==> src/rtl/operand_select_stage_pkg.sv <==
// Shared constants for the operand-select / ID-EX stage: default widths
// and the hard-wired zero register index.
package operand_select_stage_pkg;

   localparam int XLEN_DEFAULT       = 32;
   localparam int NUM_FWD_DEFAULT    = 3;
   localparam int REG_ADDR_W_DEFAULT = 5;
   localparam int CNT_W_DEFAULT      = 16;

   localparam int X0 = 0;

endpackage

==> src/rtl/operand_select_stage_bypass.sv <==
// One operand's bypass resolution: the lowest-index matching source wins,
// x0 always reads as zero, and only the winner's pending flag raises a hazard.
module operand_bypass_mux
   import operand_select_stage_pkg::*;
#(
   parameter int XLEN       = XLEN_DEFAULT,
   parameter int NUM_FWD    = NUM_FWD_DEFAULT,
   parameter int REG_ADDR_W = REG_ADDR_W_DEFAULT
) (
   input  logic [REG_ADDR_W-1:0]         rs_addr,
   input  logic [XLEN-1:0]               rs_data,
   input  logic [NUM_FWD-1:0]            fwd_en,
   input  logic [NUM_FWD*REG_ADDR_W-1:0] fwd_addr,
   input  logic [NUM_FWD*XLEN-1:0]       fwd_data,
   input  logic [NUM_FWD-1:0]            fwd_pending,
   output logic [XLEN-1:0]               value,
   output logic                          hazard
);

   always_comb begin
      value  = rs_data;
      hazard = 1'b0;
      // Walk from oldest to youngest so the youngest match overwrites last.
      for (int i = NUM_FWD - 1; i >= 0; i--) begin
         if (fwd_en[i] && (fwd_addr[i*REG_ADDR_W +: REG_ADDR_W] == rs_addr)) begin
            value  = fwd_data[i*XLEN +: XLEN];
            hazard = fwd_pending[i];
         end
      end
      if (rs_addr == REG_ADDR_W'(X0)) begin
         value  = '0;
         hazard = 1'b0;
      end
   end

endmodule

==> src/rtl/operand_select_stage.sv <==
// Operand-select and ID/EX register: resolves both ALU operands through the
// bypass network, stalls on load-use hazards and registers the result.
module operand_select_stage
   import operand_select_stage_pkg::*;
#(
   parameter int XLEN       = XLEN_DEFAULT,
   parameter int NUM_FWD    = NUM_FWD_DEFAULT,
   parameter int REG_ADDR_W = REG_ADDR_W_DEFAULT,
   parameter int CNT_W      = CNT_W_DEFAULT
) (
   input  logic                          clock,
   input  logic                          reset,
   input  logic                          io_in_valid,
   output logic                          io_in_ready,
   input  logic [REG_ADDR_W-1:0]         io_rs1_addr,
   input  logic [REG_ADDR_W-1:0]         io_rs2_addr,
   input  logic [XLEN-1:0]               io_rs1_data,
   input  logic [XLEN-1:0]               io_rs2_data,
   input  logic [XLEN-1:0]               io_imm,
   input  logic                          io_immsrc,
   input  logic                          io_islui,
   input  logic [NUM_FWD-1:0]            io_fwd_en,
   input  logic [NUM_FWD*REG_ADDR_W-1:0] io_fwd_addr,
   input  logic [NUM_FWD*XLEN-1:0]       io_fwd_data,
   input  logic [NUM_FWD-1:0]            io_fwd_pending,
   input  logic                          io_flush,
   output logic                          io_out_valid,
   input  logic                          io_out_ready,
   output logic [XLEN-1:0]               io_alu_in1,
   output logic [XLEN-1:0]               io_alu_in2,
   output logic [XLEN-1:0]               io_store_data,
   output logic [CNT_W-1:0]              io_stall_cnt
);

   logic [XLEN-1:0] fwd1;
   logic [XLEN-1:0] fwd2;
   logic            haz1;
   logic            haz2;
   logic            hazard;
   logic            accept;

   operand_bypass_mux #(.XLEN(XLEN), .NUM_FWD(NUM_FWD), .REG_ADDR_W(REG_ADDR_W)) u_rs1_mux (
      .rs_addr     (io_rs1_addr),
      .rs_data     (io_rs1_data),
      .fwd_en      (io_fwd_en),
      .fwd_addr    (io_fwd_addr),
      .fwd_data    (io_fwd_data),
      .fwd_pending (io_fwd_pending),
      .value       (fwd1),
      .hazard      (haz1)
   );

   operand_bypass_mux #(.XLEN(XLEN), .NUM_FWD(NUM_FWD), .REG_ADDR_W(REG_ADDR_W)) u_rs2_mux (
      .rs_addr     (io_rs2_addr),
      .rs_data     (io_rs2_data),
      .fwd_en      (io_fwd_en),
      .fwd_addr    (io_fwd_addr),
      .fwd_data    (io_fwd_data),
      .fwd_pending (io_fwd_pending),
      .value       (fwd2),
      .hazard      (haz2)
   );

   // Handshake: a transfer happens on a rising edge where valid && ready.
   // Ready never looks at valid; valid, once raised, holds its payload
   // until the transfer (or a flush) happens.
   assign hazard      = haz1 || haz2;
   assign io_in_ready = !io_flush && !hazard && (!io_out_valid || io_out_ready);
   assign accept      = io_in_valid && io_in_ready;

   always_ff @(posedge clock) begin
      if (!reset) begin
         io_out_valid  <= 1'b0;
         io_alu_in1    <= '0;
         io_alu_in2    <= '0;
         io_store_data <= '0;
         io_stall_cnt  <= '0;
      end else begin
         if (io_flush) begin
            io_out_valid <= 1'b0;
         end else if (accept) begin
            io_out_valid  <= 1'b1;
            io_alu_in1    <= io_islui ? '0 : fwd1;
            io_alu_in2    <= io_immsrc ? io_imm : fwd2;
            io_store_data <= fwd2;
         end else if (io_out_ready) begin
            io_out_valid <= 1'b0;
         end
         if (io_in_valid && hazard && !io_flush && (io_stall_cnt != '1)) begin
            io_stall_cnt <= io_stall_cnt + 1'b1;
         end
      end
   end

endmodule
==> config.mk <==
export PLATFORM = sky130hd
export DESIGN_NAME = operand_select_stage
export DESIGN_NICKNAME = d
export VERILOG_FILES = /design/src/rtl/operand_select_stage_pkg.sv /design/src/rtl/operand_select_stage_bypass.sv /design/src/rtl/operand_select_stage.sv
export SDC_FILE = /design/constraint.sdc
export NUM_CORES = 1
export LEC_CHECK = 0
export CELL_PAD_IN_SITES_DETAIL_PLACEMENT = 0
export CELL_PAD_IN_SITES_GLOBAL_PLACEMENT = 1
export CORE_ASPECT_RATIO = 1.75
export CORE_MARGIN = 5
export CORE_UTILIZATION = 29
export CTS_BUF_LIST = sky130_fd_sc_hd__clkbuf_4
export DETAILED_ROUTE_END_ITERATION = 10
export GPL_ROUTABILITY_DRIVEN = 0
export PLACE_DENSITY_LB_ADDON = 0.25
export SKIP_CTS_REPAIR_TIMING = 1
export SLEW_MARGIN = 20
export SYNTH_ARGS = -nofsm -noshare
export SYNTH_HDL_FRONTEND = slang
export SYNTH_SLANG_ARGS = --single-unit
==> constraint.sdc <==
create_clock -name clock -period 3.56 [get_ports clock]
set_input_delay 1.068 -clock clock [delete_from_list [all_inputs] [get_ports clock]]
set_output_delay 1.068 -clock clock [all_outputs]
set_load 0.02 [all_outputs]
* After elaboration in Yosys (flattened, before gate mapping)
Index checks and enable logic that the tools add are counted.
** Cells by class
- Add/subtract/negate cells :: 1
- Multiply operators :: 0
- Divide/modulo/power cells :: 0
- Order comparisons :: 0
- Equal/unequal tests :: 7
- Shifts and indexed selects :: 0
- Multiplexer cells :: 20
- Bitwise operators :: 2
- Reductions and logical operators :: 22
** Operators with widths (count)
- $mux 32 :: 10
- $eq 5x5->1 :: 6
- $add 16x1->16 const B :: 1
- $ne 16x16->1 const B :: 1
- $logic_and 1x1->1 :: 12
- $logic_not 5->1 :: 2
- $mux 1 :: 10
- $logic_not 1->1 :: 3
- $logic_or 1x1->1 :: 2
- $not 1->1 :: 2
- $reduce_and 2->1 :: 1
- $reduce_bool 2->1 :: 1
- $reduce_or 2->1 :: 1
** Word-level totals
- Bits in registers :: 113
- Latch bits :: 0
- Bits in writable memories :: 0
- Memory bits (read-only) :: 0
- Word-level logic and storage cells :: 57
- Memories :: 0

* Logic depth before layout (Yosys ltp)
Gate-level depths: netlist of run 1.
- Depth after elaboration :: 12
- Mapped depth :: 10
- Depth with buffers taken out :: 8

* Hierarchy
Synthesis of run 1 repeated with hierarchy kept, for this count alone.
** Unflattened totals
- Cells, all modules :: 898
- Area, all modules :: 7542.2 um^2
** By module, submodules not included
- operand_select_stage :: instances 1, cells each 532, area each 4694.5 um^2, sequential area each 2262.2 um^2
- operand_bypass_mux :: instances 2, cells each 183, area each 1423.9 um^2, sequential area each 0.0 um^2

* Least setup slack after synthesis of run 1
OpenSTA, ideal clock, no wires.
- Kind :: in2out
- From :: in io_rs2_addr[1]
- To :: out io_in_ready
- Arrival time :: 2.593 ns
- Setup slack :: -0.101 ns
- Stages on the path :: 6
- Cell sequence :: xnor2_1 > nand3_1 > or2_0 > a311oi_4 > o22ai_1 > nor3_1
** On the way
- Longest elaborated chain between the ends :: 10
- Elaborated cells between the ends (all ways) :: 15
- Those cells by class :: eq/ne (3); mux (4); reduce/logical (8)
** RTL lines
- start, declared :: RTL line operand_select_stage.sv:16 : input logic [REG_ADDR_W-1:0] io_rs2_addr,
- $eq 5x5->1 :: RTL line operand_select_stage_bypass.sv:25 : if (fwd_en[i] && (fwd_addr[i*REG_ADDR_W +: REG_ADDR_W] == rs_addr)) begin
- $logic_and 1x1->1 :: RTL line operand_select_stage_bypass.sv:25
- $mux 1 (3 in a row) :: RTL line operand_select_stage_bypass.sv:25
- $mux 1 * :: RTL line operand_select_stage_bypass.sv:30 : if (rs_addr == REG_ADDR_W'(X0)) begin
- $logic_or 1x1->1 * :: RTL line operand_select_stage.sv:67 : assign hazard = haz1 || haz2;
- $logic_not 1->1 * :: RTL line operand_select_stage.sv:68 : assign io_in_ready = !io_flush && !hazard && (!io_out_valid || io_out_ready);
- $logic_and 1x1->1 * (2 in a row) :: RTL line operand_select_stage.sv:68
- end, declared :: RTL line operand_select_stage.sv:14 : output logic io_in_ready,
Mark *: on every way between the ends. The rest lies on a longest branch, timed or not.

* Final worst setup path of run 1
- From :: in io_fwd_addr[6]
- To :: out io_in_ready
** On the way
- Longest elaborated chain between the ends :: 9
- Elaborated cells between the ends (all ways) :: 14
- Those cells by class :: eq/ne (2); mux (6); reduce/logical (6)
** RTL lines
- start, declared :: RTL line operand_select_stage.sv:23 : input logic [NUM_FWD*REG_ADDR_W-1:0] io_fwd_addr,
- $eq 5x5->1 :: RTL line operand_select_stage_bypass.sv:25
- $logic_and 1x1->1 :: RTL line operand_select_stage_bypass.sv:25
- $mux 1 (2 in a row) :: RTL line operand_select_stage_bypass.sv:25
- $mux 1 :: RTL line operand_select_stage_bypass.sv:30
- $logic_or 1x1->1 * :: RTL line operand_select_stage.sv:67
- $logic_not 1->1 * :: RTL line operand_select_stage.sv:68
- $logic_and 1x1->1 * (2 in a row) :: RTL line operand_select_stage.sv:68
Marks and branches as above.

==> results of run 1 <==
[through the flow]
stage | cell area, um2 | hold slack [ns] | worst slack (ns)
final | 11500 | 0.467 | 0.0166
after global routing | 11500 | 0.483 | -0.0528
after CTS | 11300 | 0.471 | -1.04
after detailed placement | 11100 | 0.445 | -1.01
after global placement | 11100 | 0.446 | -0.996
after floorplan | 6610 | 0.544 | 0.0502
[layer usage]
| metal | wire, um | GRT usage, % | up-vias |
|---|---|---|---|
| met4 | 1500 | 11.5 | 0 |
| li1 | - | - | 3847 |
| met2 | 18000 | 46.7 | 312 |
| met3 | 2040 | 5.26 | 69 |
| met1 | 11300 | 24.7 | 3837 |
| met5 | 0 | 0 | - |
[Yosys cell counts (all sizes together) (2+ instances only)]
cell type	count	area, um2
nand2b	9	56.3
nor4	4	25.0
clkbuf	57	215
xnor2	14	123
or3	5	31.3
a211oi	65	488
nand2	49	184
dfxtp	113	2260
nand3	45	225
o311ai	2	17.5
and2	3	18.8
nor3	9	45.0
a22o	32	280
mux2i	37	370
and3	37	231
nand4	4	25.0
nor2b	2	12.5
and4	2	17.5
o41ai	2	17.5
o21ai	71	355
o211ai	2	15.0
nor2	43	161
buf	20	108
a21oi	37	185
xor2	17	149
a2bb2oi	32	280
or4	3	22.5
inv	6	22.5
o2bb2ai	32	280
o31ai	33	248
[cell type report]
class	instances	share of cell area, %
Inverter	6	0.196
Antenna cell	4	0.0869
Clock inverter	8	0.565
Sequential cell	113	19.6
Clock buffer	23	1.50
Multi-Input combinational cell	603	36.4
Timing Repair Buffer	456	38.3
Tap cell	300	3.26
[how the worst min path moves through the flow]
stage / from / endpoint / slack [ns]
finish: io_store_data[14] / io_store_data[14] / 0.47
global route: io_alu_in1[26] / io_alu_in1[26] / 0.48
CTS: io_store_data[6] / io_store_data[6] / 0.47
detailed placement: io_alu_in1[7] / io_alu_in1[7] / 0.45
global placement: io_alu_in1[6] / io_alu_in1[6] / 0.45
floorplan: io_alu_in1[0] / io_alu_in1[0] / 0.54
[logic make-up after synthesis]
| kind of cell | synth area share [%] |
|---|---|
| flops | 34.3 |
| xor+xnor | 4.11 |
| mux | 5.61 |
| buf+inv | 5.23 |
| fa+ha+maj | 0.190 |
| simple gates | 16.4 |
| compound gates | 34.2 |
[worst max-delay path: stages]
cell and delay [ns]:
clkbuf_2 0.12, xnor2_2 0.17, nand3_2 0.13, or2_4 0.27
a311oi_4 0.32, o22ai_2 0.10, nor3_2 0.13, buf_4 0.17
[where the power goes]
part           internal [mW]  switching, mW
logic                  0.563          0.459
registers               1.32         0.0297
clock network          0.379          0.499
[registers in the layout, summed over array words and instances (netlist names)]
register	flops
io_alu_in1	32
io_store_data	32
io_out_valid	1
io_stall_cnt	16
io_alu_in2	32
==> results.txt, run 1 <==
outcome -> finished, final reports clean
R2R cell count -> 10
CTS tree -> built
Layout fillers -> 2266
Overflow after GRT -> 0
DR vias -> 8065
share of cells above drive strength 1 -> 16.2%
CTS Buf Count -> 17
die area -> 0.0260 mm2
net count after synthesis -> 1030
global-route wire length before repair -> 48200 um
Clk Latency, worst-skew pair -> 0.55 ns
initial antenna violation count -> 4
static leakage -> 4.48 nW
Ports -> 344
dpl cells -> 1477
Setup-failing EPs final -> 0
worst min path class -> flip-flop to flip-flop
Setup CP Type -> primary input to output pin
Setup TNS -> 0 ns
CTS H-tree lvls -> 4
Max-Cap Viols -> 0
Longest Clk Path Bufs -> 2
GRT Total Usage -> 24.6%
largest net degree at the start of global routing -> 65
Port-buffer cells -> 343
Cell Area, Synth -> 0.00660 mm2
number of synthesized flops with an enable pin -> 0
peak supply drop -> 157 uV
CP startpoint -> io_fwd_addr[6]
CP startpoint kind -> primary input
hold depth -> 2
die height -> 210 um
fin crit period -> 3.54 ns
Layout Utilization -> 51.1%
P per Cell Area -> 282 mW/mm2
critical path arrival -> 2.48 ns
vias in the first global route -> 8382
DIE WIDTH -> 124 um
Seq/Total Area, Yosys -> 34.3%
Post-DP HPWL -> 25100 um
Core Rows -> 73
Reg clk slew, reported paths -> 0.10 ns
CP Capture Type -> output pin
skew final -> 0.0200 ns
RSZ-0062 raised after global routing -> yes
CP max FO -> 2
initial core utilization -> 29.3%
Max-slew headroom -> 35.2%
final WL -> 32900 um
post-DR vias/cell -> 5.33
P&R area growth vs syn -> 74.5%
Achievable Freq -> 0.282 GHz
RR Startpoint -> io_stall_cnt[0]
synth warn -> 0
CTS Sinks -> 113
starting DRC count in detailed routing -> 342
1st-pass router iterations -> 5
Yosys cell types -> 45
Worst EP required -> 2.49 ns
R2R Setup Slk -> 0.86 ns
Tightest Pin Transition -> 0.970 ns
Slew Viols, Final -> 0
# DRC -> 0
clk root buf -> clkbuf_4
syn_area_per_cell -> 8.26 um2
Pwr Total -> 3.25 mW
most common cell after layout, fill and taps aside -> clkdlybuf4s50_1
Final Hold Fails -> 0
ys async rst share -> 0%
multi-input logic area -> 0.00420 mm2
Cells after Synth -> 799
ys flop type -> dfxtp_1
WL/cell -> 21.7 um
crit path capture -> io_in_ready
FF+latch count, synth -> 113
Antenna Violating Nets Remaining -> 0
most frequent cells in the layout -> 312 x clkdlybuf4s50_1, 113 x dfxtp_1, 103 x buf_4
Reg area -> 0.00226 mm2
non-filler cells in the finished layout -> 1513
NumNets Final -> 1428
worst reg2reg path endpoint -> io_stall_cnt[1]
core area -> 0.0226 mm2
fin crit share -> 99.5%
(Power assumes the default switching activity.)
==> inputs of run 2 (changes only) <==
Settings changed: CORE_MARGIN 5 to 2.
==> run 2 against run 1 <==
  * The flow now finishes with violations (setup timing)
  * Cell count rose by 0.53%
  * Register-to-register slack improved by 0.23 ns
  * Largest cell class unchanged
  * Global-route usage rose by 1.1 points
==> results.txt, run 2 (same netlist as run 1, synthesis figures left out) <==
outcome -> finished, violations left (was finished, final reports clean)
Achievable Freq -> 0.278 GHz (was 0.282 GHz)
Final Hold Fails -> 0 (unchanged)
Slew Viols, Final -> 0 (unchanged)
Longest Clk Path Bufs -> 2 (unchanged)
CTS H-tree lvls -> 4 (unchanged)
NumNets Final -> 1434 (was 1428)
fin crit share -> 101% (was 99.5%)
CTS tree -> built (unchanged)
fin crit period -> 3.60 ns (was 3.54 ns)
internal power -> 2.23 mW (was 2.26 mW)
most frequent cells in the layout -> 313 x clkdlybuf4s50_1, 113 x dfxtp_1, 108 x buf_4 (was 312 x clkdlybuf4s50_1, 113 x dfxtp_1, 103 x buf_4)
GRT Total Usage -> 25.7% (was 24.6%)
DR vias -> 8043 (was 8065)
post-DR vias/cell -> 5.29 (was 5.33)
die area -> 0.0240 mm2 (was 0.0260 mm2)
biggest regs -> io_alu_in1 x32, io_alu_in2 x32, io_store_data x32 (unchanged)
DP Worst Slack -> -1.05 ns (was -1.01 ns)
violated checks -> setup timing
Reg clk slew, reported paths -> 0.11 ns (was 0.10 ns)
Worst Path Buf+Inv -> 3 (was 2)
largest net degree at the start of global routing -> 65 (unchanged)
GRT Max-Usage Layer -> met2 (unchanged)
Logic pwr share -> 31.4% (was 31.5%)
WL/cell -> 20.8 um (was 21.7 um)
Worst EP required -> 2.49 ns (about the same)
WHS Endpoint -> io_store_data[22] (was io_store_data[14])
Clk Latency, worst-skew pair -> 0.56 ns (was 0.55 ns)
critical path arrival -> 2.54 ns (was 2.48 ns)
CP max FO -> 2 (unchanged)
core area -> 0.0226 mm2 (unchanged)
die height -> 204 um (was 210 um)
Port-buffer cells -> 343 (unchanged)
P&R area growth vs syn -> 75.1% (was 74.5%)
R2R cell count -> 11 (was 10)
Max-slew headroom -> 38.0% (was 35.2%)
DIE WIDTH -> 118 um (was 124 um)
share of cells above drive strength 1 -> 16.5% (was 16.2%)
static leakage -> 4.51 nW (was 4.48 nW)
CP max-delay cell -> nor3_2 (was a311oi_4)
final WL -> 31600 um (was 32900 um)
# DRC -> 0 (unchanged)
CP startpoint kind -> primary input (unchanged)
Tightest Pin Transition -> 0.927 ns (was 0.970 ns)
global routing usage on met1 -> 26.3% (was 24.7%)
Worst Slack Setup Final -> -0.0434 ns (was 0.0166 ns)
Post-DP HPWL -> 23800 um (was 25100 um)
clk root buf -> clkbuf_4 (unchanged)
Cell Chain, Critical Path -> buf_8 > buf_6 > xor2_2 > nor3_2 > and3_1 > o211a_1 > o22ai_2 > nor3_2 > buf_4 (was clkbuf_2 > xnor2_2 > nand3_2 > or2_4 > a311oi_4 > o22ai_2 > nor3_2 > buf_4)
1st-pass router iterations -> 4 (was 5)
switching pwr -> 1.02 mW (was 0.987 mW)
Overflow after GRT -> 0 (unchanged)
vias in the first global route -> 8158 (was 8382)
Most Frequent Cell on Critical Path -> nor3_2
initial core utilization -> 29.3% (unchanged)
Setup CP Type -> primary input to output pin (unchanged)
multi-input logic area -> 0.00420 mm2 (about the same)
initial antenna violation count -> 5 (was 4)
CP Capture Type -> output pin (unchanged)
CTS Buf Count -> 17 (unchanged)
min-delay src -> io_store_data[22] (was io_store_data[14])
Ports -> 344 (unchanged)
R2R Setup Slk -> 1.09 ns (was 0.86 ns)
skew final -> 0.0176 ns (was 0.0200 ns)
Max-Cap Viols -> 0 (unchanged)
global-route wire length before repair -> 47100 um (was 48200 um)
Worst path max stage delay -> 0.30 ns (was 0.32 ns)
Reg area -> 0.00226 mm2 (unchanged)
M3 GR Usage -> 5.17% (was 5.26%)
M2 GR Usage -> 48.5% (was 46.7%)
worst min path class -> flip-flop to flip-flop (unchanged)
Crit path max-delay family -> simple AND/OR/NAND/NOR gates (unchanged)
P per Cell Area -> 281 mW/mm2 (was 282 mW/mm2)
Core Rows -> 73 (unchanged)
Layout Utilization -> 51.2% (was 51.1%)
CTS Sinks -> 113 (unchanged)
Antenna Violating Nets Remaining -> 0 (unchanged)
hold depth -> 2 (unchanged)
sequential share of power -> 41.6% (was 41.5%)
Setup-failing EPs final -> 1 (was 0)
peak supply drop -> 132 uV (was 157 uV)
Layout fillers -> 2227 (was 2266)
most common cell after layout, fill and taps aside -> clkdlybuf4s50_1 (unchanged)
RSZ-0062 raised after global routing -> yes (unchanged)
Clock power frac -> 27.0% (about the same)
Sw Share -> 31.3% (was 30.4%)
RR Startpoint -> io_stall_cnt[0] (unchanged)
worst reg2reg path endpoint -> io_stall_cnt[13] (was io_stall_cnt[1])
starting DRC count in detailed routing -> 400 (was 342)
## run 2: cell types whose count changed in the layout (fill, tap and decap cells not counted), moves of 2 or more
cell            change
buf_6               -8
clkbuf_4            -4
nand3_1             -2
clkbuf_2            +3
clkinvlp_4          +3
dlymetal6s2s_1      +3
buf_4               +5
nand3_2             +2
## run 2: power groups by stage
stage          clock [mW]  combinational (mW)  sequential (mW)
2_1_floorplan           0               0.304             1.45
3_3_place_gp            0               0.998             1.38
3_5_place_dp            0                1.00             1.38
4_1_cts             0.917                1.01             1.35
5_1_grt             0.975                1.09             1.36
6_report            0.878                1.02             1.35
## run 2: final cells by class
class                      instances  share of cell area (%)
multi-input combinational        603                    36.3
clock buffer                      19                    1.23
sequential                       113                    19.6
inverter                           6                   0.195
timing repair buffer             462                    38.5
clock inverter                    13                   0.834
antenna                            5                   0.108
tap                              300                    3.25
## run 2: per-stage QoR
step / setup TNS (ns) / power [mW] / cell area (um2) / hold WS, ns / std cells
floorplan: 0 / 1.75 / 6610 / 0.544 / 799
global placement: -41.32 / 2.38 / 11100 / 0.446 / 1481
detailed placement: -45.43 / 2.38 / 11100 / 0.446 / 1481
CTS: -1.12 / 3.27 / 11400 / 0.472 / 1513
global route: -0.110 / 3.42 / 11600 / 0.487 / 1521
finish: -0.0434 / 3.25 / 11600 / 0.469 / 1521
## run 2: worst max-delay path by stage
stage                               from          end  slack [ns]  depth (start not counted)
after global routing      io_fwd_addr[7]  io_in_ready       -0.11                         10
after detailed placement  io_rs2_addr[1]  io_in_ready       -1.05                          8
after CTS                 io_rs2_addr[1]  io_in_ready       -1.06                          8
final                     io_fwd_addr[7]  io_in_ready       -0.04                          9
after global placement    io_rs2_addr[1]  io_in_ready       -1.01                          8
after floorplan           io_rs2_addr[1]  io_in_ready        0.05                          6
## run 2: worst register-to-register path: cells and delay by family (launching register included)
| family | cells | cell delay (ns) |
|---|---|---|
| AND/OR/NAND/NOR | 4 | 0.54 |
| AO/OA/AOI/OAI | 2 | 0.52 |
| buffers and inverters | 3 | 0.50 |
| flip-flops | 1 | 0.40 |
| adder cells (fa/ha/maj) | 1 | 0.28 |
| multiplexers | 1 | 0.18 |
## run 2: per-layer routing
layer / share of wire, % / routed length (um) / up-vias
met3: 5.3 / 1670 / 81
met4: 5.1 / 1600 / 0
met2: 54 / 17100 / 311
li1: - / - / 3862
met5: 0 / 0 / -
met1: 35 / 11200 / 3789
==> inputs of run 3 (changes only) <==
Settings changed: SLEW_MARGIN 20 to 15.
==> results of run 3 <==
Final layout, timing and power as in run 2 (identical DEF).
